==> src/rtl/uart_tx_responder.sv <==
// Memory-mapped 8N1 UART transmitter with a small byte FIFO, a status/control
// register and a level transmit-done interrupt; rdata is zero when not selected.
module uart_tx_responder #(
    parameter int          CLKS_PER_BIT = 5208,
    parameter logic [31:0] TXD_ADDR     = 32'h40000018,
    parameter logic [31:0] CON_ADDR     = 32'h40000020,
    parameter int          FIFO_LOG2    = 2
) (
    input  logic        clk,
    input  logic        reset,
    input  logic        rd,
    input  logic        wr,
    input  logic [31:0] addr,
    input  logic [31:0] wdata,
    output logic [31:0] rdata,
    output logic        UART_TX,
    output logic        tx_irq
);

    localparam int DEPTH  = 1 << FIFO_LOG2;
    localparam int BAUD_W = $clog2(CLKS_PER_BIT);

    typedef logic [FIFO_LOG2:0] ptr_t;
    typedef enum logic [1:0] {
        S_IDLE,
        S_START,
        S_DATA,
        S_STOP
    } state_t;

    localparam logic [BAUD_W-1:0] BAUD_LAST = BAUD_W'(CLKS_PER_BIT - 1);
    localparam ptr_t              FULL_CNT  = ptr_t'(DEPTH);

    state_t            r_state;
    state_t            w_nextState;
    logic [BAUD_W-1:0] r_baudCnt;
    logic [BAUD_W-1:0] w_nextBaudCnt;
    logic [2:0]        r_bitIdx;
    logic [2:0]        w_nextBitIdx;
    logic [7:0]        r_shift;
    logic [7:0]        w_nextShift;
    logic              r_tx;
    logic              w_txNext;
    logic              w_pop;
    logic              w_setDone;
    logic              w_baudEnd;

    logic [7:0]        r_mem [DEPTH];
    ptr_t              r_wptr;
    ptr_t              r_rptr;
    ptr_t              w_count;
    logic              w_empty;
    logic              w_full;
    logic              w_busy;
    logic [7:0]        w_head;
    logic              w_push;
    logic              w_setOvf;

    logic              w_txdWrite;
    logic              w_txdRead;
    logic              w_conWrite;
    logic              w_conRead;

    logic              r_done;
    logic              r_overflow;
    logic              r_irqEn;
    logic              r_irq;
    logic [7:0]        r_lastByte;

    logic              w_unused;

    assign w_txdWrite = wr && (addr == TXD_ADDR);
    assign w_txdRead  = rd && (addr == TXD_ADDR);
    assign w_conWrite = wr && (addr == CON_ADDR);
    assign w_conRead  = rd && (addr == CON_ADDR);

    assign w_count   = r_wptr - r_rptr;
    assign w_empty   = (r_wptr == r_rptr);
    assign w_full    = (w_count == FULL_CNT);
    assign w_head    = r_mem[r_rptr[FIFO_LOG2-1:0]];
    assign w_busy    = (r_state != S_IDLE) || !w_empty;
    assign w_baudEnd = (r_baudCnt == BAUD_LAST);

    // A pop at the same edge frees the slot, so a write to a full FIFO still lands.
    assign w_push   = w_txdWrite && (!w_full || w_pop);
    assign w_setOvf = w_txdWrite && w_full && !w_pop;

    assign w_unused = ^wdata[31:8];

    always_comb begin
        w_nextState   = r_state;
        w_nextBaudCnt = r_baudCnt;
        w_nextBitIdx  = r_bitIdx;
        w_nextShift   = r_shift;
        w_txNext      = 1'b1;
        w_pop         = 1'b0;
        w_setDone     = 1'b0;
        case (r_state)
            S_IDLE: begin
                if (!w_empty) begin
                    w_pop         = 1'b1;
                    w_nextShift   = w_head;
                    w_nextBaudCnt = '0;
                    w_nextState   = S_START;
                    w_txNext      = 1'b0;
                end
            end
            S_START: begin
                w_txNext = 1'b0;
                if (w_baudEnd) begin
                    w_nextState   = S_DATA;
                    w_nextBaudCnt = '0;
                    w_nextBitIdx  = '0;
                    w_txNext      = r_shift[0];
                end else begin
                    w_nextBaudCnt = r_baudCnt + 1'b1;
                end
            end
            S_DATA: begin
                w_txNext = r_shift[0];
                if (w_baudEnd) begin
                    w_nextBaudCnt = '0;
                    if (r_bitIdx == 3'd7) begin
                        w_nextState = S_STOP;
                        w_txNext    = 1'b1;
                    end else begin
                        w_nextBitIdx = r_bitIdx + 1'b1;
                        w_nextShift  = {1'b0, r_shift[7:1]};
                        w_txNext     = r_shift[1];
                    end
                end else begin
                    w_nextBaudCnt = r_baudCnt + 1'b1;
                end
            end
            S_STOP: begin
                w_txNext = 1'b1;
                if (w_baudEnd) begin
                    w_setDone     = 1'b1;
                    w_nextBaudCnt = '0;
                    // Back-to-back frames: the next start bit follows the stop bit directly.
                    if (!w_empty) begin
                        w_pop       = 1'b1;
                        w_nextShift = w_head;
                        w_nextState = S_START;
                        w_txNext    = 1'b0;
                    end else begin
                        w_nextState = S_IDLE;
                    end
                end else begin
                    w_nextBaudCnt = r_baudCnt + 1'b1;
                end
            end
            default: begin
                w_nextState = S_IDLE;
            end
        endcase
    end

    always_ff @(posedge clk or negedge reset) begin
        if (!reset) begin
            r_state   <= S_IDLE;
            r_baudCnt <= '0;
            r_bitIdx  <= '0;
            r_shift   <= '0;
            r_tx      <= 1'b1;
        end else begin
            r_state   <= w_nextState;
            r_baudCnt <= w_nextBaudCnt;
            r_bitIdx  <= w_nextBitIdx;
            r_shift   <= w_nextShift;
            r_tx      <= w_txNext;
        end
    end

    always_ff @(posedge clk or negedge reset) begin
        if (!reset) begin
            r_wptr <= '0;
            r_rptr <= '0;
        end else begin
            if (w_push) begin
                r_wptr <= r_wptr + 1'b1;
            end
            if (w_pop) begin
                r_rptr <= r_rptr + 1'b1;
            end
        end
    end

    always_ff @(posedge clk) begin
        if (w_push) begin
            r_mem[r_wptr[FIFO_LOG2-1:0]] <= wdata[7:0];
        end
    end

    // Sticky flags clear on a CON read; a coincident set event takes priority.
    always_ff @(posedge clk or negedge reset) begin
        if (!reset) begin
            r_done     <= 1'b0;
            r_overflow <= 1'b0;
            r_irqEn    <= 1'b0;
            r_irq      <= 1'b0;
            r_lastByte <= '0;
        end else begin
            if (w_setDone) begin
                r_done <= 1'b1;
            end else if (w_conRead) begin
                r_done <= 1'b0;
            end
            if (w_setOvf) begin
                r_overflow <= 1'b1;
            end else if (w_conRead) begin
                r_overflow <= 1'b0;
            end
            if (w_conWrite) begin
                r_irqEn <= wdata[3];
            end
            if (w_txdWrite) begin
                r_lastByte <= wdata[7:0];
            end
            r_irq <= r_done & r_irqEn;
        end
    end

    always_comb begin
        rdata = 32'b0;
        if (w_conRead) begin
            rdata = {27'b0, r_overflow, r_irqEn, r_done, w_full, w_busy};
        end else if (w_txdRead) begin
            rdata = {24'b0, r_lastByte};
        end
    end

    assign UART_TX = r_tx;
    assign tx_irq  = r_irq;

endmodule

==> config.mk <==
export PLATFORM = sky130hd
export DESIGN_NAME = uart_tx_responder
export DESIGN_NICKNAME = d
export VERILOG_FILES = /design/src/rtl/uart_tx_responder.sv
export SDC_FILE = /design/constraint.sdc
export NUM_CORES = 1
export LEC_CHECK = 0
export ABC_AREA = 0
export ABC_CLOCK_PERIOD_IN_PS = 2600
export CORE_AREA = 2 2 124 114
export CTS_CLUSTER_DIAMETER = 200
export CTS_CLUSTER_SIZE = 40
export DETAILED_ROUTE_END_ITERATION = 6
export DIE_AREA = 0 0 126 116
export PLACE_DENSITY = 0.64
export SYNTH_ARGS = -nofsm -noshare
export SYNTH_HDL_FRONTEND = slang
export SYNTH_SLANG_ARGS = --single-unit
==> constraint.sdc <==
create_clock -name clk -period 2.6 [get_ports clk]
set_input_delay 0.52 -clock clk [delete_from_list [all_inputs] [get_ports clk]]
set_output_delay 0.52 -clock clk [all_outputs]
set_load 0.01 [all_outputs]
==> summary.md <==
| Metric | Value |
|---|---|
| Yosys warnings | 0 |
| Crit path time final | 2.65 ns |
| Post-synthesis mux area share | 0.123 |
| Simple-gate portion of the synthesized area | 0.117 |
| Cell area after layout | 5350 µm² |
| Residual DRC count | 0 |
| Largest net degree at the start of global routing | 18 |
| Mapped Cells | 322 |
| Via Count | 2915 |
| Status | complete, but fails checks |
| Final GP Congestion | 0.815 |
| Syn Area/Cell | 12.2 µm² |
| RR Endpoint | r_state[1]$_DFFE_PN0P_ |
| GR Overflow Total | 0 |
| Longest Clk Path Bufs | 2 |
| Fin. Hold Viols | 0 |
| Worst hold slack | 0.101 ns |
| Post-synthesis sequential area ratio | 0.533 |
| F_max | 0.377 GHz |
| Most common cell in the synthesized netlist | dfrtp_1 |
| Number of I/O pins | 102 |
| DRT Wirelength | 8710 µm |
| EDFF count, synth | 32 |
| CTS clk-pin slew, worst paths | 0.06 ns |
| Commonest cells in the netlist | dfrtp_1 (44), edfxtp_1 (32), nand2_1 (27) |
| WL/cell | 14.3 µm |
| Worst-path maximum fanout | 5 |
| Failing checks | setup timing |
| Final Non-Filler Cells | 611 |
| Post-Synth Adder-Cell Area | 0.0479 |
| # port buffers | 53 |
| Main combinational cell family by area after synthesis | multiplexers |
| Setup WS post-layout | -0.0527 ns |
| Drt via density | 4.77 |
| Worst VDD drop | 287 µV |
| Dominant cell type by area after synthesis | dfrtp_1 |
| Lkg Pwr | 2.30 nW |
| # rows | 40 |
| Reg2reg path depth | 6 |
| Data arrival time of the critical path | 2.13 ns |
| Die Wd | 126 µm |
| Clock Tree Root | clkbuf_16 |
| DP Area | 4800 µm² |
| Mapped cell area | 3920 µm² |
| CTS sink count | 77 |
| Yosys top cell area share | 0.281 |
| Startpoint types | input port |
| Top FF cell, synth | dfrtp_1 |
| Final setup viols | 5 |
| Clock Latency Late Sink | 0.33 ns |
| Post-CTS Hold Buffers | 0 |
| Flop2flop setup slack | 0.12 ns |
| Setup CP Type | input port to primary output |
| TritonCTS clock tree | built |
| Starting density of the core | 0.297 |
| Ys async rst share | 0.584 |
| Seq cells post-synth | 77 |
| Main area contributors after synthesis | dfrtp_1 (28%), edfxtp_1 (25%), mux2_2 (6.9%) |
| Drt pass-1 iters | 5 |
| Yosys cell types | 47 |
| H-tree levels | 3 |
| Synth Area in XOR/XNOR | 0.0156 |
| Critical path required time | 2.08 ns |
| Core ar. | 13200 µm² |
| Placed Instances | 563 |
| All-Layer GR Usage | 0.124 |
| Global-route wire length before repair | 14200 µm |
| Die ar. | 14600 µm² |
| TritonCTS Buffers | 9 |
| Die Y-Extent | 116 µm |
| Area grow syn2layout | 36.6% |
| DP HPWL | 6030 µm |
| Slew HR | 0.572 |
| Critical Path Sink Type | primary output |
| Reg2reg start | r_baudCnt[8]$_DFFE_PN0P_ |
| Period Utilization, post-route | 1.02 |
| RSZ-0062 raised after global routing | true |
| Worst hold-check path type | input port to async pin |
| Power density cells | 478 nW/µm² |
| Ant diodes | 0 |
| DR iter-0 viols | 120 |
| Worst Max-Slew Pin Slew | 0.638 ns |
| Compound-Gate Fraction of Synth Area | 0.0967 |
| ANT nets after route | 0 |
| Total power | 0.00256 W |
| Final nets | 521 |
| Initial antenna violation count | 0 |
| Final core occ | 0.405 |
| Max Cap Violations | 0 |
| Layout cell share with drive strength beyond 1 | 0.354 |
| Vias in the first global route | 2973 |
| Fin Clk Skew | 0.00569 ns |
| Max Slew Vio Count | 0 |
critical path, stage by stage:
cell      delay [ns]
clkbuf_2        0.09
nor4_2          0.32
nand4_1         0.17
buf_4           0.18
nor4_4          0.27
buf_4           0.19
buf_6           0.11
nand2_2         0.05
o31ai_2         0.06
buf_2           0.17
repair_timing:
| item | 4_1_cts | 5_1_grt |
|---|---|---|
| resized for setup | 92 | 35 |
| buffers inserted | 25 | 7 |
| gates cloned | 0 | 1 |
| setup endpoints to repair | 32 | 40 |
| endpoints found under the hold margin | 0 | 0 |
| pin swaps | 15 | 13 |
cell families (layout without fill, tap and decap cells):
family                   Yosys count  in the layout
adder cells (fa/ha/maj)           15             15
flip-flops                        77             77
AO/OA/AOI/OAI                     57             57
other                              1             24
multiplexers                      35             35
XOR/XNOR                           7              7
AND/OR/NAND/NOR                   86             86
buffers and inverters             44            142
registers in the layout, summed over array words and instances, names as in the netlist:
name and flops:
r_done 1, r_wptr 3, r_lastByte 8, tx_irq 1, r_rptr 3, r_shift 8
r_state 2, r_overflow 1, r_bitIdx 3, r_mem 32, r_baudCnt 13, r_irqEn 1
UART_TX 1
layout by cell type (no fill, tap or decap), drive strengths merged, types with 3 or more instances in the layout:
master and n:
buf 72, dfrtp 44, edfxtp 32, nand2 27, mux2 26, conb 24
o21ai 24, clkbuf 21, inv 16, ha 15, clkdlybuf4s50 15, nor2 12
and2 10, nor4 10, mux4 8, dlygate4sd2 8, nand4 6, xnor2 6
a31oi 6, clkdlybuf4s15 6, a22o 5, nand3 4, a21oi 4, o31ai 4
nor3 4, and3 3
how the worst max path moves through the flow:
stage | slack (ns) | to | from | cells after the start
global route | -0.12 | rdata[1] | addr[6] | 10
global placement | -0.73 | rdata[1] | addr[0] | 7
detailed placement | -0.77 | rdata[1] | addr[13] | 7
CTS | 0.007 | rdata[1] | addr[15] | 10
finish | -0.05 | rdata[1] | addr[6] | 10
floorplan | 0.1 | rdata[2] | addr[0] | 4
per-stage QoR:
stage                     setup TNS (ns)  setup WS [ns]
final                             -0.135        -0.0527
after global routing              -0.678         -0.117
after CTS                              0        0.00661
after detailed placement          -19.02         -0.773
after global placement            -16.99         -0.732
after floorplan                        0         0.0974
power breakdown:
| part | leakage [nW] | switching (W) | total [W] | internal (W) |
|---|---|---|---|---|
| Clock | 0.139 | 0.000503 | 0.00116 | 0.000659 |
| Sequential | 0.869 | 0.00000000000101 | 0.00127 | 0.00127 |
| Combinational | 1.29 | 0.0000652 | 0.000127 | 0.0000622 |
| Total | 2.30 | 0.000568 | 0.00256 | 0.00199 |
cell type report:
cell class	instances	area, µm²
Clock inverter	7	55.1
Multi-Input combinational cell	224	1800
Inverter	12	45.0
Tap cell	168	210
Clock buffer	9	225
Timing Repair Buffer	114	930
Sequential cell	77	2090
Fill cell	1275	7860
routing by layer:
layer / global-route usage / share of wire / up-vias / routed length [µm]
met5: 0 / 0 / - / 0
met4: 0.0637 / 0.019 / 0 / 168
met3: 0.0245 / 0.046 / 13 / 399
met2: 0.215 / 0.51 / 95 / 4430
met1: 0.148 / 0.43 / 1427 / 3720
li1: - / - / 1380 / -
Note: power is estimated with default switching activity, not from simulation.
